[src/rtl/vga_scroll_pkg.sv]
// Shared definitions for the scrolling checkerboard scheduler.
//   - FSM state encoding
//   - default counter / fraction widths
//   - per-layer X/Y scroll rates (eighths of a pixel per frame, layer 0 first)
//   - reverse-wrap accumulator seeds: ((2^CNT_W - 1) * rate) mod 2^(CNT_W + FRAC_W)
package vga_scroll_pkg;

    localparam int unsigned CNT_W_DEF      = 10;
    localparam int unsigned FRAC_W_DEF     = 3;
    localparam int unsigned NUM_LAYERS_DEF = 5;
    localparam int unsigned ACC_W_DEF      = CNT_W_DEF + FRAC_W_DEF;
    localparam int unsigned SPEED_W        = 2;
    // Holds up to 2^(2^SPEED_W - 1) - 1 = 7 frames of division.
    localparam int unsigned PRESC_W        = 3;

    typedef enum logic [1:0] {
        StIdle,
        StCnt,
        StLayer,
        StCommit
    } state_e;

    typedef logic [ACC_W_DEF-1:0] rate_t;

    // Layer 0 sits in the least significant slot.
    localparam rate_t [NUM_LAYERS_DEF-1:0] RATE_X = {13'd4, 13'd16, 13'd32, 13'd56, 13'd128};
    localparam rate_t [NUM_LAYERS_DEF-1:0] RATE_Y = {13'd1, 13'd2, 13'd4, 13'd12, 13'd16};

    // Accumulator value that corresponds to counter = 2^CNT_W - 1.
    function automatic rate_t rev_of(rate_t rate);
        logic [2*ACC_W_DEF-1:0] prod;
        prod = {{ACC_W_DEF{1'b0}}, rate} * (2*ACC_W_DEF)'((1 << CNT_W_DEF) - 1);
        return prod[ACC_W_DEF-1:0];
    endfunction

    localparam rate_t [NUM_LAYERS_DEF-1:0] REV_X = {
        rev_of(RATE_X[4]), rev_of(RATE_X[3]), rev_of(RATE_X[2]),
        rev_of(RATE_X[1]), rev_of(RATE_X[0])
    };
    localparam rate_t [NUM_LAYERS_DEF-1:0] REV_Y = {
        rev_of(RATE_Y[4]), rev_of(RATE_Y[3]), rev_of(RATE_Y[2]),
        rev_of(RATE_Y[1]), rev_of(RATE_Y[0])
    };

endpackage

[src/rtl/vga_frame_prescaler.sv]
// Frame tick generator: vsync rising-edge detect, 2^speed frame divider,
// single-step latch for paused operation.
// Ports:
//   clk, reset  pixel clock, asynchronous active-high reset
//   vsync       vertical sync level (active high)
//   pause       1 = only latched step requests produce ticks
//   step        one-cycle step request, latched only while paused
//   speed       divider select, tick every 2^speed frames
//   idle        scheduler can accept a tick; edges seen while busy are dropped
//   tick        one-cycle pulse in the edge cycle when a frame update should run
module vga_frame_prescaler
    import vga_scroll_pkg::*;
(
    input  logic               clk,
    input  logic               reset,
    input  logic               vsync,
    input  logic               pause,
    input  logic               step,
    input  logic [SPEED_W-1:0] speed,
    input  logic               idle,
    output logic               tick
);

    logic               vsync_q;
    logic               step_pending_q;
    logic [PRESC_W-1:0] presc_q;
    logic               edge_det;
    logic               period_done;
    logic [PRESC_W:0]   period_max;

    always_comb begin
        edge_det    = vsync & ~vsync_q;
        // One extra bit so speed = 3 does not overflow the shift.
        period_max  = ((PRESC_W+1)'(1) << speed) - (PRESC_W+1)'(1);
        // >= rather than == so lowering speed still produces a prompt tick.
        period_done = {1'b0, presc_q} >= period_max;
        tick        = edge_det & idle & (pause ? step_pending_q : period_done);
    end

    always_ff @(posedge clk or posedge reset) begin
        if (reset) begin
            vsync_q        <= 1'b0;
            step_pending_q <= 1'b0;
            presc_q        <= '0;
        end else begin
            vsync_q <= vsync;
            // Paused edges and edges arriving while busy leave the divider alone.
            if (edge_det && idle && !pause) begin
                presc_q <= period_done ? '0 : presc_q + PRESC_W'(1);
            end
            step_pending_q <= (step & pause) | (step_pending_q & ~tick);
        end
    end

endmodule

[src/rtl/vga_scroll_scheduler.sv]
// Per-frame scroll scheduler. On each scheduled frame the animation counter
// steps by +/-1, then one shared X/Y add/subtract pair walks the layers one
// cycle each, and finally every committed output is updated in the same cycle.
// Ports:
//   clk, reset     pixel clock, asynchronous active-high reset
//   vsync          vertical sync level (active high)
//   pause, step    pause automatic ticks / request one tick while paused
//   speed          tick every 2^speed frames
//   dir            0 = count up, 1 = count down
//   counter        committed animation counter
//   layer_x_off    committed X offsets, layer 0 in the LSBs
//   layer_y_off    committed Y offsets, layer 0 in the LSBs
//   offsets_valid  one-cycle pulse while in COMMIT (outputs already updated)
//   busy           FSM is outside IDLE
module vga_scroll_scheduler
    import vga_scroll_pkg::*;
#(
    parameter int unsigned NUM_LAYERS = NUM_LAYERS_DEF,
    parameter int unsigned CNT_W      = CNT_W_DEF,
    parameter int unsigned FRAC_W     = FRAC_W_DEF
) (
    input  logic                         clk,
    input  logic                         reset,
    input  logic                         vsync,
    input  logic                         pause,
    input  logic                         step,
    input  logic [1:0]                   speed,
    input  logic                         dir,
    output logic [CNT_W-1:0]             counter,
    output logic [NUM_LAYERS*CNT_W-1:0]  layer_x_off,
    output logic [NUM_LAYERS*CNT_W-1:0]  layer_y_off,
    output logic                         offsets_valid,
    output logic                         busy
);

    localparam int unsigned ACC_W  = CNT_W + FRAC_W;
    localparam int unsigned LIDX_W = (NUM_LAYERS > 1) ? $clog2(NUM_LAYERS) : 1;
    localparam logic [LIDX_W-1:0] LAST_LAYER = LIDX_W'(NUM_LAYERS - 1);

    state_e                  state_q;
    logic [LIDX_W-1:0]       layer_q;
    logic [CNT_W-1:0]        cnt_q;
    logic                    dir_q;
    logic                    wrap_fwd_q;
    logic                    wrap_rev_q;
    logic [ACC_W-1:0]        acc_x_q [NUM_LAYERS];
    logic [ACC_W-1:0]        acc_y_q [NUM_LAYERS];
    logic [CNT_W-1:0]        counter_q;
    logic [NUM_LAYERS*CNT_W-1:0] x_off_q;
    logic [NUM_LAYERS*CNT_W-1:0] y_off_q;
    logic                    valid_q;

    logic                    idle;
    logic                    tick;
    logic [ACC_W-1:0]        rate_x, rate_y, rev_x, rev_y;
    logic [ACC_W-1:0]        acc_x_cur, acc_y_cur;
    logic [ACC_W-1:0]        acc_x_new, acc_y_new;

    assign idle = (state_q == StIdle);

    vga_frame_prescaler u_prescaler (
        .clk   (clk),
        .reset (reset),
        .vsync (vsync),
        .pause (pause),
        .step  (step),
        .speed (speed),
        .idle  (idle),
        .tick  (tick)
    );

    // Shared X/Y add/subtract, operands selected by the layer being sequenced.
    always_comb begin
        rate_x    = ACC_W'(RATE_X[layer_q]);
        rate_y    = ACC_W'(RATE_Y[layer_q]);
        rev_x     = ACC_W'(REV_X[layer_q]);
        rev_y     = ACC_W'(REV_Y[layer_q]);
        acc_x_cur = acc_x_q[layer_q];
        acc_y_cur = acc_y_q[layer_q];
        // A counter wrap reseeds the accumulators so offset = counter * rate
        // holds exactly, independent of 2^CNT_W * rate modulo behaviour.
        if (wrap_fwd_q) begin
            acc_x_new = '0;
            acc_y_new = '0;
        end else if (wrap_rev_q) begin
            acc_x_new = rev_x;
            acc_y_new = rev_y;
        end else if (dir_q) begin
            acc_x_new = acc_x_cur - rate_x;
            acc_y_new = acc_y_cur - rate_y;
        end else begin
            acc_x_new = acc_x_cur + rate_x;
            acc_y_new = acc_y_cur + rate_y;
        end
    end

    always_ff @(posedge clk or posedge reset) begin
        if (reset) begin
            state_q    <= StIdle;
            layer_q    <= '0;
            cnt_q      <= '0;
            dir_q      <= 1'b0;
            wrap_fwd_q <= 1'b0;
            wrap_rev_q <= 1'b0;
            counter_q  <= '0;
            x_off_q    <= '0;
            y_off_q    <= '0;
            valid_q    <= 1'b0;
            for (int i = 0; i < NUM_LAYERS; i++) begin
                acc_x_q[i] <= '0;
                acc_y_q[i] <= '0;
            end
        end else begin
            valid_q <= 1'b0;
            case (state_q)
                StIdle: begin
                    if (tick) begin
                        state_q <= StCnt;
                    end
                end
                StCnt: begin
                    // dir is captured here and held for the rest of the sequence.
                    dir_q   <= dir;
                    layer_q <= '0;
                    state_q <= StLayer;
                    if (dir) begin
                        cnt_q      <= cnt_q - CNT_W'(1);
                        wrap_fwd_q <= 1'b0;
                        wrap_rev_q <= (cnt_q == '0);
                    end else begin
                        cnt_q      <= cnt_q + CNT_W'(1);
                        wrap_fwd_q <= &cnt_q;
                        wrap_rev_q <= 1'b0;
                    end
                end
                StLayer: begin
                    acc_x_q[layer_q] <= acc_x_new;
                    acc_y_q[layer_q] <= acc_y_new;
                    if (layer_q == LAST_LAYER) begin
                        // Load the shadow set on entry to COMMIT so the whole set
                        // and offsets_valid appear together during COMMIT.
                        state_q   <= StCommit;
                        valid_q   <= 1'b1;
                        counter_q <= cnt_q;
                        for (int i = 0; i < NUM_LAYERS; i++) begin
                            if (LIDX_W'(i) == layer_q) begin
                                x_off_q[i*CNT_W +: CNT_W] <= acc_x_new[ACC_W-1:FRAC_W];
                                y_off_q[i*CNT_W +: CNT_W] <= acc_y_new[ACC_W-1:FRAC_W];
                            end else begin
                                x_off_q[i*CNT_W +: CNT_W] <= acc_x_q[i][ACC_W-1:FRAC_W];
                                y_off_q[i*CNT_W +: CNT_W] <= acc_y_q[i][ACC_W-1:FRAC_W];
                            end
                        end
                    end else begin
                        layer_q <= layer_q + LIDX_W'(1);
                    end
                end
                StCommit: begin
                    state_q <= StIdle;
                end
                default: begin
                    state_q <= StIdle;
                end
            endcase
        end
    end

    assign counter       = counter_q;
    assign layer_x_off   = x_off_q;
    assign layer_y_off   = y_off_q;
    assign offsets_valid = valid_q;
    assign busy          = ~idle;

endmodule
[config.mk]
export PLATFORM = sky130hd
export DESIGN_NAME = vga_scroll_scheduler
export DESIGN_NICKNAME = d
export VERILOG_FILES = /design/src/rtl/vga_scroll_pkg.sv /design/src/rtl/vga_frame_prescaler.sv /design/src/rtl/vga_scroll_scheduler.sv
export SDC_FILE = /design/constraint.sdc
export NUM_CORES = 1
export LEC_CHECK = 0
export CORE_ASPECT_RATIO = 2
export CORE_MARGIN = 5
export CORE_UTILIZATION = 55
export CTS_CLUSTER_SIZE = 28
export DETAILED_ROUTE_END_ITERATION = 7
export GPL_ROUTABILITY_DRIVEN = 0
export PLACE_DENSITY = 0.77
export SLEW_MARGIN = 20
export SYNTH_ARGS = -nofsm -noshare
export SYNTH_HDL_FRONTEND = slang
export SYNTH_SLANG_ARGS = --single-unit
[constraint.sdc]
create_clock -name clk -period 11.7 [get_ports clk]
set_input_delay 2.34 -clock clk [delete_from_list [all_inputs] [get_ports clk]]
set_output_delay 2.34 -clock clk [all_outputs]
set_load 0.03 [all_outputs]
==> results.sh <==
export IMPL_run_status="finished clean"
export IMPL_worstPathCellList="clkdlybuf4s50_1, inv_1, fa_1, nor2b_1, o21ai_0, a21boi_0, o21ai_0, a21boi_0, nor3_1, or3b_2"
export IMPL_syn_cell_area_um2=12500
export IMPL_hold_viol=0
export IMPL_hold_slack_ns=0.478
export IMPL_ys_warnings_count=0
export IMPL_fin_crit_sh_pct=41.8
export IMPL_postCtsSetupBuffers=0
export IMPL_hold_path_startpoint="counter[5]"
export IMPL_synth_top_cell_by_area="dfrtp_1"
export IMPL_crit_type="in2reg"
export IMPL_cts_tree="built"
export IMPL_start_util_pct=55.5
export IMPL_synth_top_cell_area_share_pct=50.8
export IMPL_dp_hpwl_um=22300
export IMPL_yosysMostFrequentCell="nand2_1"
export IMPL_ctsHoldBuffers=0
export IMPL_wl_per_cell_um=19.1
export IMPL_drtIter0Drc=761
export IMPL_grt_overflow=0
export IMPL_synth_edf_count=0
export IMPL_cp_startpoint="dir"
export IMPL_area_growth_pct=17.5
export IMPL_drive_gt1_share_pct=5.93
export IMPL_die_area_um2=26000
export IMPL_wl_um=33100
export IMPL_setup_viol=0
export IMPL_ys_async_sr_fraction_pct=100
export IMPL_cts_buffers_inserted=23
export IMPL_crit_arrival_ns=5.28
export IMPL_drv_cap=0
export IMPL_ant_nets=0
export IMPL_cts_buffer_depth=3
export IMPL_yosys_top_cells_area="dfrtp_1, nand2_1, o21ai_0"
export IMPL_num_rows=78
export IMPL_hold_end="counter[5]"
export IMPL_grt_pass1_vias=10276
export IMPL_hp_class="reg2reg"
export IMPL_io_buffers=119
export IMPL_vias_per_cell=5.94
export IMPL_finalClockSkew_ns=0.0124
export IMPL_r2r_slack_ns=6.84
export IMPL_path_clk_slew_ns=0.07
export IMPL_die_h_um=223
export IMPL_post_route_drc_count=0
export IMPL_worstMarginPinSlew_ns=1.14
export IMPL_yosysSeqAreaShare_pct=50.8
export IMPL_ctsResizeCount=0
export IMPL_avgSynthCellArea_um2=9.16
export IMPL_vias=10288
export IMPL_die_width_um=117
export IMPL_grt_pass1_wl_um=54300
export IMPL_r2r_end="layer_y_off[37]"
export IMPL_cp_slowest_cell="clkdlybuf4s50_1"
export IMPL_core_area_um2=22500
export IMPL_clk_latency_ns=0.52
export IMPL_yosys_most_used_dff="dfrtp_1"
export IMPL_maxSlewViolCount=0
export IMPL_r2r_start="layer_q[0]"
export IMPL_yosysUniqueCellTypes=66
export IMPL_slew_headroom_pct=23.3
export IMPL_htreeDepth=1
export IMPL_netlist_top_cells_count="nand2_1, dfrtp_1, o21ai_0"
export IMPL_grt_max_degree=118
export IMPL_end_kind="register"
export IMPL_postSynthCellCount=1365
export IMPL_cp_max_fo=11
export IMPL_num_antenna_cells=0
export IMPL_rsz0062_at_grt="no"
export IMPL_required_ns=12.09
export IMPL_tns_ns=0
export IMPL_hold_depth=2
export IMPL_start_kind="input pin"
export IMPL_max_freq_mhz=205
export IMPL_cts_root_buf="clkbuf_16"
export IMPL_syn_nets=1419
export IMPL_num_io_pins=120
export IMPL_drtPass1Iterations=5
export IMPL_fin_crit_ns=4.89
export IMPL_r2r_cells=16
export IMPL_worst_path_largest_cell_delay_ns=0.75
export IMPL_cts_sinks=254
export IMPL_nets=1489
export IMPL_grt_use_total_pct=26.2
export IMPL_antenna_found_initial=0
export IMPL_synth_seq_cells=254
-- layout make-up --
| type | instances | area [um^2] |
|---|---|---|
| Sequential cell | 254 | 6360 |
| Clock buffer | 32 | 669 |
| Tap cell | 280 | 350 |
| Fill cell | 1816 | 7860 |
| Clock inverter | 9 | 184 |
| Timing Repair Buffer | 133 | 1300 |
| Inverter | 31 | 124 |
| Multi-Input combinational cell | 992 | 5700 |
-- cell families after synthesis --
family | Yosys count | share of synthesized area [%]
buffers and inverters | 119 | 3.72
adders and majority gates | 46 | 4.72
and+or+nand+nor | 519 | 17.7
muxes | 52 | 4.42
DFF | 254 | 50.8
xor gates and xnor gates | 17 | 1.19
AOI/OAI and AO/OA | 358 | 17.4
-- registers in the layout, summed over array words and instances (netlist names), 2 cells and up --
register	cells
acc_y_q	65
acc_x_q	55
layer_x_off	50
layer_y_off	50
cnt_q	10
counter	10
layer_q	3
u_prescaler.presc_q	3
state_q	2
-- per-stage QoR --
step                      util (%)  setup slack (ns)  instances  instance area, um^2
after floorplan                  -              2.37       1365                12500
after global placement        61.4              6.41       1690                13800
after detailed placement      61.4              6.35       1690                13800
after CTS                     65.1              6.87       1731                14700
after global routing          65.1              6.52       1731                14700
final                         65.1              6.81       1731                14700
-- cell usage in the layout (no fill, tap or decap), drive strengths merged, types with 6 or more instances in the layout --
cell type,Yosys,routed
xor2,6,6
o21ai,172,172
xnor2,11,11
nor3,49,49
and3,14,14
a31oi,13,13
buf,16,14
o21a,21,21
a21oi,53,53
nand3,10,10
inv,30,30
nand4,8,8
o31ai,13,13
a22o,14,14
mux2,13,13
clkdlybuf4s50,0,119
mux2i,38,38
ha,44,44
clkbuf,72,32
o211ai,6,6
a21o,9,9
nand2,269,269
dfrtp,254,254
nor2,130,130
nor2b,11,11
nand2b,7,7
o22ai,22,22
-- critical path, delay by kind of cell --
family          cells  cell delay (ns)
simple gates        3             0.67
compound gates      4             0.84
fa+ha+maj           1             0.50
buf+inv             2             0.93
-- worst max path at each step --
stage	to	slack, ns	depth (start not counted)
final	cnt_q[8]	6.81	10
after global routing	cnt_q[8]	6.52	10
after CTS	cnt_q[8]	6.87	10
after detailed placement	cnt_q[8]	6.35	10
after global placement	cnt_q[8]	6.41	10
after floorplan	acc_x_q[10]	2.37	1
-- layer usage --
metal  part of all wire [%]  wire length [um]  GRT usage [%]  vias up
met5                      0                 0              0        -
met4                    4.7              1570           11.4        0
met3                    5.3              1750           3.31      101
li1                       -                 -              -     4864
met1                     39             12800           33.0     4986
met2                     51             17000           44.7      337
Power is left out: the tool's default activity adds up to more than one toggle a clock period on the data nets, which glitch-free logic cannot reach.
